===== src/rtl/noc_port_requester_if.sv =====
// Bundles the flit input, arbiter handshake, forwarded flit and status signals of one requester port.
interface noc_port_requester_if #(
    parameter int unsigned DATA_WIDTH = 32,
    parameter int unsigned WAIT_W     = 4
);
    logic                  in_valid;
    logic [DATA_WIDTH-1:0] in_data;
    logic                  in_head;
    logic                  in_tail;
    logic                  in_ready;
    logic                  req;
    logic                  grant;
    logic                  out_valid;
    logic [DATA_WIDTH-1:0] out_data;
    logic                  out_head;
    logic                  out_tail;
    logic [WAIT_W-1:0]     wait_count;
    logic                  starved;
    logic                  proto_err;

    modport master (
        input  in_valid, in_data, in_head, in_tail, grant,
        output in_ready, req, out_valid, out_data, out_head, out_tail,
               wait_count, starved, proto_err
    );

    modport slave (
        output in_valid, in_data, in_head, in_tail, grant,
        input  in_ready, req, out_valid, out_data, out_head, out_tail,
               wait_count, starved, proto_err
    );
endinterface


===== src/rtl/noc_port_requester.sv =====
// Requester-side NoC arbiter client: buffers flits, requests per packet, forwards one flit per grant
// and tracks grant wait time for starvation reporting.
module noc_port_requester #(
    parameter int unsigned DATA_WIDTH = 32,
    parameter int unsigned FIFO_DEPTH = 4,
    parameter int unsigned WAIT_LIMIT = 3,
    parameter int unsigned WAIT_W     = 4
) (
    input  logic                clk,
    input  logic                rst,
    noc_port_requester_if.master bus
);
    localparam int unsigned PTR_W = (FIFO_DEPTH > 1) ? $clog2(FIFO_DEPTH) : 1;
    localparam int unsigned CNT_W = $clog2(FIFO_DEPTH + 1);
    localparam logic [CNT_W-1:0]  DEPTH_CNT = CNT_W'(FIFO_DEPTH);
    localparam logic [WAIT_W-1:0] WAIT_MAX  = '1;
    localparam logic [WAIT_W-1:0] WAIT_LIM  = WAIT_W'(WAIT_LIMIT);

    typedef struct packed {
        logic                  head;
        logic                  tail;
        logic [DATA_WIDTH-1:0] data;
    } flit_t;

    typedef enum logic {IDLE, PKT} state_t;

    flit_t             mem [FIFO_DEPTH];
    logic [PTR_W-1:0]  rd_ptr, wr_ptr;
    logic [CNT_W-1:0]  count;
    state_t            state_q, state_d;
    flit_t             fifo_head;
    logic              empty, full, push, pop, fwd, drop, spurious, req_int;
    logic [WAIT_W-1:0] wait_q, wait_d;

    logic                  out_valid_q, out_head_q, out_tail_q, starved_q, proto_err_q;
    logic [DATA_WIDTH-1:0] out_data_q;

    assign empty     = (count == '0);
    assign full      = (count == DEPTH_CNT);
    assign fifo_head = mem[rd_ptr];
    assign push      = bus.in_valid && !full;
    assign fwd       = req_int && bus.grant;
    assign pop       = fwd || drop;
    assign spurious  = bus.grant && !req_int;

    // Next state and request: a packet must start with a head flit; stray body flits are dropped in IDLE.
    always_comb begin
        state_d = state_q;
        req_int = 1'b0;
        drop    = 1'b0;
        case (state_q)
            IDLE: begin
                req_int = !empty && fifo_head.head;
                drop    = !empty && !fifo_head.head;
                if (req_int && bus.grant && !fifo_head.tail) state_d = PKT;
            end
            PKT: begin
                req_int = !empty;
                if (req_int && bus.grant && fifo_head.tail) state_d = IDLE;
            end
            default: state_d = IDLE;
        endcase
    end

    // Wait counter: an empty FIFO inside a packet is a bubble and freezes the count.
    always_comb begin
        wait_d = '0;
        if (req_int) begin
            if (bus.grant)              wait_d = '0;
            else if (wait_q == WAIT_MAX) wait_d = wait_q;
            else                        wait_d = wait_q + WAIT_W'(1);
        end else if (state_q == PKT && empty) begin
            wait_d = wait_q;
        end
    end

    always_ff @(posedge clk) begin
        if (push) mem[wr_ptr] <= '{head: bus.in_head, tail: bus.in_tail, data: bus.in_data};
    end

    always_ff @(posedge clk or posedge rst) begin
        if (rst) begin
            rd_ptr  <= '0;
            wr_ptr  <= '0;
            count   <= '0;
            state_q <= IDLE;
            wait_q  <= '0;
        end else begin
            state_q <= state_d;
            wait_q  <= wait_d;
            if (push) wr_ptr <= wr_ptr + PTR_W'(1);
            if (pop)  rd_ptr <= rd_ptr + PTR_W'(1);
            case ({push, pop})
                2'b10:   count <= count + CNT_W'(1);
                2'b01:   count <= count - CNT_W'(1);
                default: count <= count;
            endcase
        end
    end

    // Forwarded flit and status registers.
    always_ff @(posedge clk or posedge rst) begin
        if (rst) begin
            out_valid_q <= 1'b0;
            out_data_q  <= '0;
            out_head_q  <= 1'b0;
            out_tail_q  <= 1'b0;
            starved_q   <= 1'b0;
            proto_err_q <= 1'b0;
        end else begin
            out_valid_q <= fwd;
            if (fwd) begin
                out_data_q <= fifo_head.data;
                out_head_q <= fifo_head.head;
                out_tail_q <= fifo_head.tail;
            end
            starved_q   <= (wait_q > WAIT_LIM);
            proto_err_q <= drop || spurious;
        end
    end

    assign bus.in_ready   = !full;
    assign bus.req        = req_int;
    assign bus.out_valid  = out_valid_q;
    assign bus.out_data   = out_data_q;
    assign bus.out_head   = out_head_q;
    assign bus.out_tail   = out_tail_q;
    assign bus.wait_count = wait_q;
    assign bus.starved    = starved_q;
    assign bus.proto_err  = proto_err_q;
endmodule


===== src/flat_wrapper.sv =====
// flat-port wrapper written by rule: the top's interface ports become plain ports
module noc_port_requester_flat 
#(
    parameter int unsigned DATA_WIDTH = 32,
    parameter int unsigned FIFO_DEPTH = 4,
    parameter int unsigned WAIT_LIMIT = 3,
    parameter int unsigned WAIT_W     = 4
)
  (clk, rst, bus_in_valid, bus_in_data, bus_in_head, bus_in_tail, bus_grant, bus_in_ready, bus_req, bus_out_valid, bus_out_data, bus_out_head, bus_out_tail, bus_wait_count, bus_starved, bus_proto_err);
  noc_port_requester_if #(.DATA_WIDTH(DATA_WIDTH), .WAIT_W(WAIT_W)) bus_i ();
  input  logic clk;
  input  logic rst;
  input wire logic [$bits(bus_i.in_valid)-1:0] bus_in_valid;
  input wire logic [$bits(bus_i.in_data)-1:0] bus_in_data;
  input wire logic [$bits(bus_i.in_head)-1:0] bus_in_head;
  input wire logic [$bits(bus_i.in_tail)-1:0] bus_in_tail;
  input wire logic [$bits(bus_i.grant)-1:0] bus_grant;
  output wire logic [$bits(bus_i.in_ready)-1:0] bus_in_ready;
  output wire logic [$bits(bus_i.req)-1:0] bus_req;
  output wire logic [$bits(bus_i.out_valid)-1:0] bus_out_valid;
  output wire logic [$bits(bus_i.out_data)-1:0] bus_out_data;
  output wire logic [$bits(bus_i.out_head)-1:0] bus_out_head;
  output wire logic [$bits(bus_i.out_tail)-1:0] bus_out_tail;
  output wire logic [$bits(bus_i.wait_count)-1:0] bus_wait_count;
  output wire logic [$bits(bus_i.starved)-1:0] bus_starved;
  output wire logic [$bits(bus_i.proto_err)-1:0] bus_proto_err;
  assign bus_i.in_valid = bus_in_valid;
  assign bus_i.in_data = bus_in_data;
  assign bus_i.in_head = bus_in_head;
  assign bus_i.in_tail = bus_in_tail;
  assign bus_i.grant = bus_grant;
  assign bus_in_ready = bus_i.in_ready;
  assign bus_req = bus_i.req;
  assign bus_out_valid = bus_i.out_valid;
  assign bus_out_data = bus_i.out_data;
  assign bus_out_head = bus_i.out_head;
  assign bus_out_tail = bus_i.out_tail;
  assign bus_wait_count = bus_i.wait_count;
  assign bus_starved = bus_i.starved;
  assign bus_proto_err = bus_i.proto_err;
  noc_port_requester #(.DATA_WIDTH(DATA_WIDTH), .FIFO_DEPTH(FIFO_DEPTH), .WAIT_LIMIT(WAIT_LIMIT), .WAIT_W(WAIT_W)) u_core (.clk(clk), .rst(rst), .bus(bus_i));
endmodule

===== config.mk =====
export PLATFORM = sky130hd
export DESIGN_NAME = noc_port_requester_flat
export DESIGN_NICKNAME = d
export VERILOG_FILES = /design/src/rtl/noc_port_requester_if.sv /design/src/rtl/noc_port_requester.sv /design/src/flat_wrapper.sv
export SDC_FILE = /design/constraint.sdc
export NUM_CORES = 1
export LEC_CHECK = 0
export ABC_AREA = 1
export CORE_ASPECT_RATIO = 0.5
export CORE_MARGIN = 4
export CORE_UTILIZATION = 38
export DETAILED_ROUTE_END_ITERATION = 6
export GPL_TIMING_DRIVEN = 0
export SLEW_MARGIN = 40
export SYNTH_ARGS = -nofsm -noshare
export SYNTH_HDL_FRONTEND = slang
export SYNTH_SLANG_ARGS = --single-unit

===== constraint.sdc =====
create_clock -name clk -period 6.1 [get_ports clk]
set_input_delay 0.915 -clock clk [delete_from_list [all_inputs] [get_ports clk]]
set_output_delay 0.915 -clock clk [all_outputs]
set_load 0.01 [all_outputs]

==> reports/qor.yml <==
run_status: "completed"
fin_skew_ns: 0.01424
hold_viol: 0
dieArea_um2: 21660
drtIter0Drc: 399
drv_cap: 0
hpwl_um: 10820
vias: 4668
htree_num_levels: 4
routed_wl_um: 16300
drc_errors: 0
relSlewSlack_pct: 62.65
rsz0062_at_grt: "false"
max_freq_ghz: 0.3409
synth_cell_types: 28
grt_pass1_wl_um: 25790
crit_path_start: "u_core.rd_ptr[1]"
antenna_found_initial: 0
worstSetupPathType: "reg2out"
endpoint_kind: "output port"
gp_congestion: 0.7136
p_switching_mw: 1.741
port-buffer-count: 80
clock_latency_ns: 0.43
fin_util_pct: 49.83
p_int_mw: 2.999
pwr-share-clk_pct: 23.1
syn_inst: 578
path_cells: "buf_6 > inv_2 > nand3_2 > nand2_2 > nand2_4 > nand2_1 > inv_1 > clkdlybuf4s50_1"
drt_pass1_iterations: 5
peakVddDrop_v: 0.0002532
final_cell_mix: "136 x edfxtp_1, 99 x nand2_1, 80 x clkdlybuf4s50_1, 71 x nor2_1, 69 x o21ai_0"
fin_crit_ns: 2.934
grt_pass1_vias: 4652
startpoint_type: "register"
finalSetupViolations: 0
worstMarginPinSlew_ns: 0.5603
syn-num-nets: 623
worstPathRequired_ns: 5.18
r2r-start: "u_core.rd_ptr[1]"
reg2reg_setup_slack_ns: 3.71
dieHeight_um: 106.1
overflow: 0
crit_end: "bus_req"
syn2layout_area_growth_pct: 27.14
path_clk_slew_ns: 0.07
n_antenna_cell: 0
power_leakage_nw: 3.518
finalSetupTns_ns: 0
ys_ff_latch: 185
crit_arrival_ns: 2.02
cpPeakStageDelay_ns: 0.47
cts_max_path_buffers: 2
drive_gt1_share_pct: 14.88
hold_ws_ns: 0.4726
p_seq_share_pct: 38.5
grt_use_total_pct: 15.34
wl_per_cell_um: 17.02
top_level_ports: 81
ant_nets: 0
slowest_stage: "clkdlybuf4s50_1"
vias_per_cell: 4.873
finalMaxSlewViolations: 0
fp.coreArea_um2: 18660
hold_path.class: "reg2reg"
cts_tree: "yes"
synth_warnings: 0
powerDensity_nw_per_um2: 509.9
nets: 731
num_rows: 35
cts_buffers: 17
power_frac_comb_pct: 38.4
cts_resized: 0
start_util_pct: 39.19
worstPathMaxFanout: 10
cts_root_buffer: "clkbuf_16"
cts_hold_buffers: 0
cts_setup_buffers: 0
syn_avg_cell_area_um2: 12.65
r2r_end: "u_core.count[2]"
finalCritPeriodShare_pct: 48.09
clock_sinks: 185
grt_start_max_net_pins: 26
synthesis.area_um2: 7311
reg2reg_depth: 12
final_common_cell: "edfxtp_1"
die_x_um: 204.2
p_sw_share_pct: 36.73
synth_seq_area_share_pct: 72.63
## layout make-up
class	instances	area [µm²]
Inverter	23	101.3
Sequential cell	185	5310
Multi-Input combinational cell	342	1733
Clock inverter	14	170.2
Clock buffer	18	429.2
Buffer	28	198.9
Timing Repair Buffer	89	1028
Tap cell	259	324.1
Fill cell	1664	9360
## registers in the layout, indices dropped and copies added (netlist names)
signal,cells
u_core.bus.out_head,1
u_core.bus.starved,1
u_core.bus.out_data,32
u_core.bus.out_valid,1
u_core.bus.proto_err,1
u_core.rd_ptr,2
u_core.count,3
u_core.state_q,1
u_core.bus.wait_count,4
u_core.wr_ptr,2
u_core.mem,136
u_core.bus.out_tail,1
## per-layer routing
layer	vias to the layer above	wire (µm)	global-route usage (%)
li1	2229	-	-
met1	2340	7962	21.87
met3	6	613	3.109
met4	0	84	3.392
met2	93	7640	24.51
met5	-	0	0
## worst max-delay path: cells and delay by family, from the launching register on
family / cells / cell delay, ns
buffers and inverters: 4 / 0.80
and+or+nand+nor: 4 / 0.42
DFF: 1 / 0.38
## cell usage after synthesis, drive strengths merged
master / n / share of area, %
edfxtp: 136 / 56
nand2: 134 / 8.3
nor2: 75 / 3.9
o21ai: 69 / 4.7
dfrtp: 49 / 17
o22ai: 32 / 2.7
inv: 23 / 1.4
buf: 15 / 2.1
clkbuf: 13 / 0.67
nand3: 12 / 1.1
ha: 6 / 1.0
nand4: 5 / 0.43
a21oi: 3 / 0.21
xor2: 3 / 0.36
fa: 1 / 0.27
nor3b: 1 / 0.10
xnor2: 1 / 0.12
## worst min path at each step
stage	from	to	depth (start not counted)
after global placement	u_core.bus.out_head	u_core.bus.out_head	2
after CTS	u_core.bus.out_head	u_core.bus.out_head	2
after floorplan	u_core.count[0]	u_core.count[0]	1
after detailed placement	u_core.bus.out_head	u_core.bus.out_head	2
after global routing	u_core.bus.out_data[9]	u_core.bus.out_data[9]	2
final	u_core.bus.out_head	u_core.bus.out_head	2
## cell families (layout without fill, tap and decap cells)
group,count (synthesis),count (layout),synth area share (%)
compound gates,104,104,7.667
buf+inv,51,172,4.073
simple gates,227,227,13.85
fa+ha+maj,7,7,1.301
flops,185,185,72.63
xor+xnor,4,4,0.4793
## per-stage QoR
stage          area, µm²  std cells  worst slack [ns]  power [mW]
2_1_floorplan       7311        578             3.139       2.903
3_3_place_gp        8436        917             1.313       3.571
3_5_place_dp        8696        926             3.098       3.695
4_1_cts             9295        958             3.159       4.792
5_1_grt             9295        958             3.076       5.041
6_report            9295        958             3.166       4.740
## power groups by stage
stage / clock, mW / combinational [mW] / sequential, mW
6_report: 1.09 / 1.82 / 1.83
5_1_grt: 1.17 / 2.02 / 1.86
4_1_cts: 1.11 / 1.85 / 1.83
3_5_place_dp: 0 / 1.84 / 1.85
3_3_place_gp: 0 / 1.71 / 1.86
2_1_floorplan: 0 / 1.00 / 1.90
No activity file was read; power rests on OpenSTA's default activity.
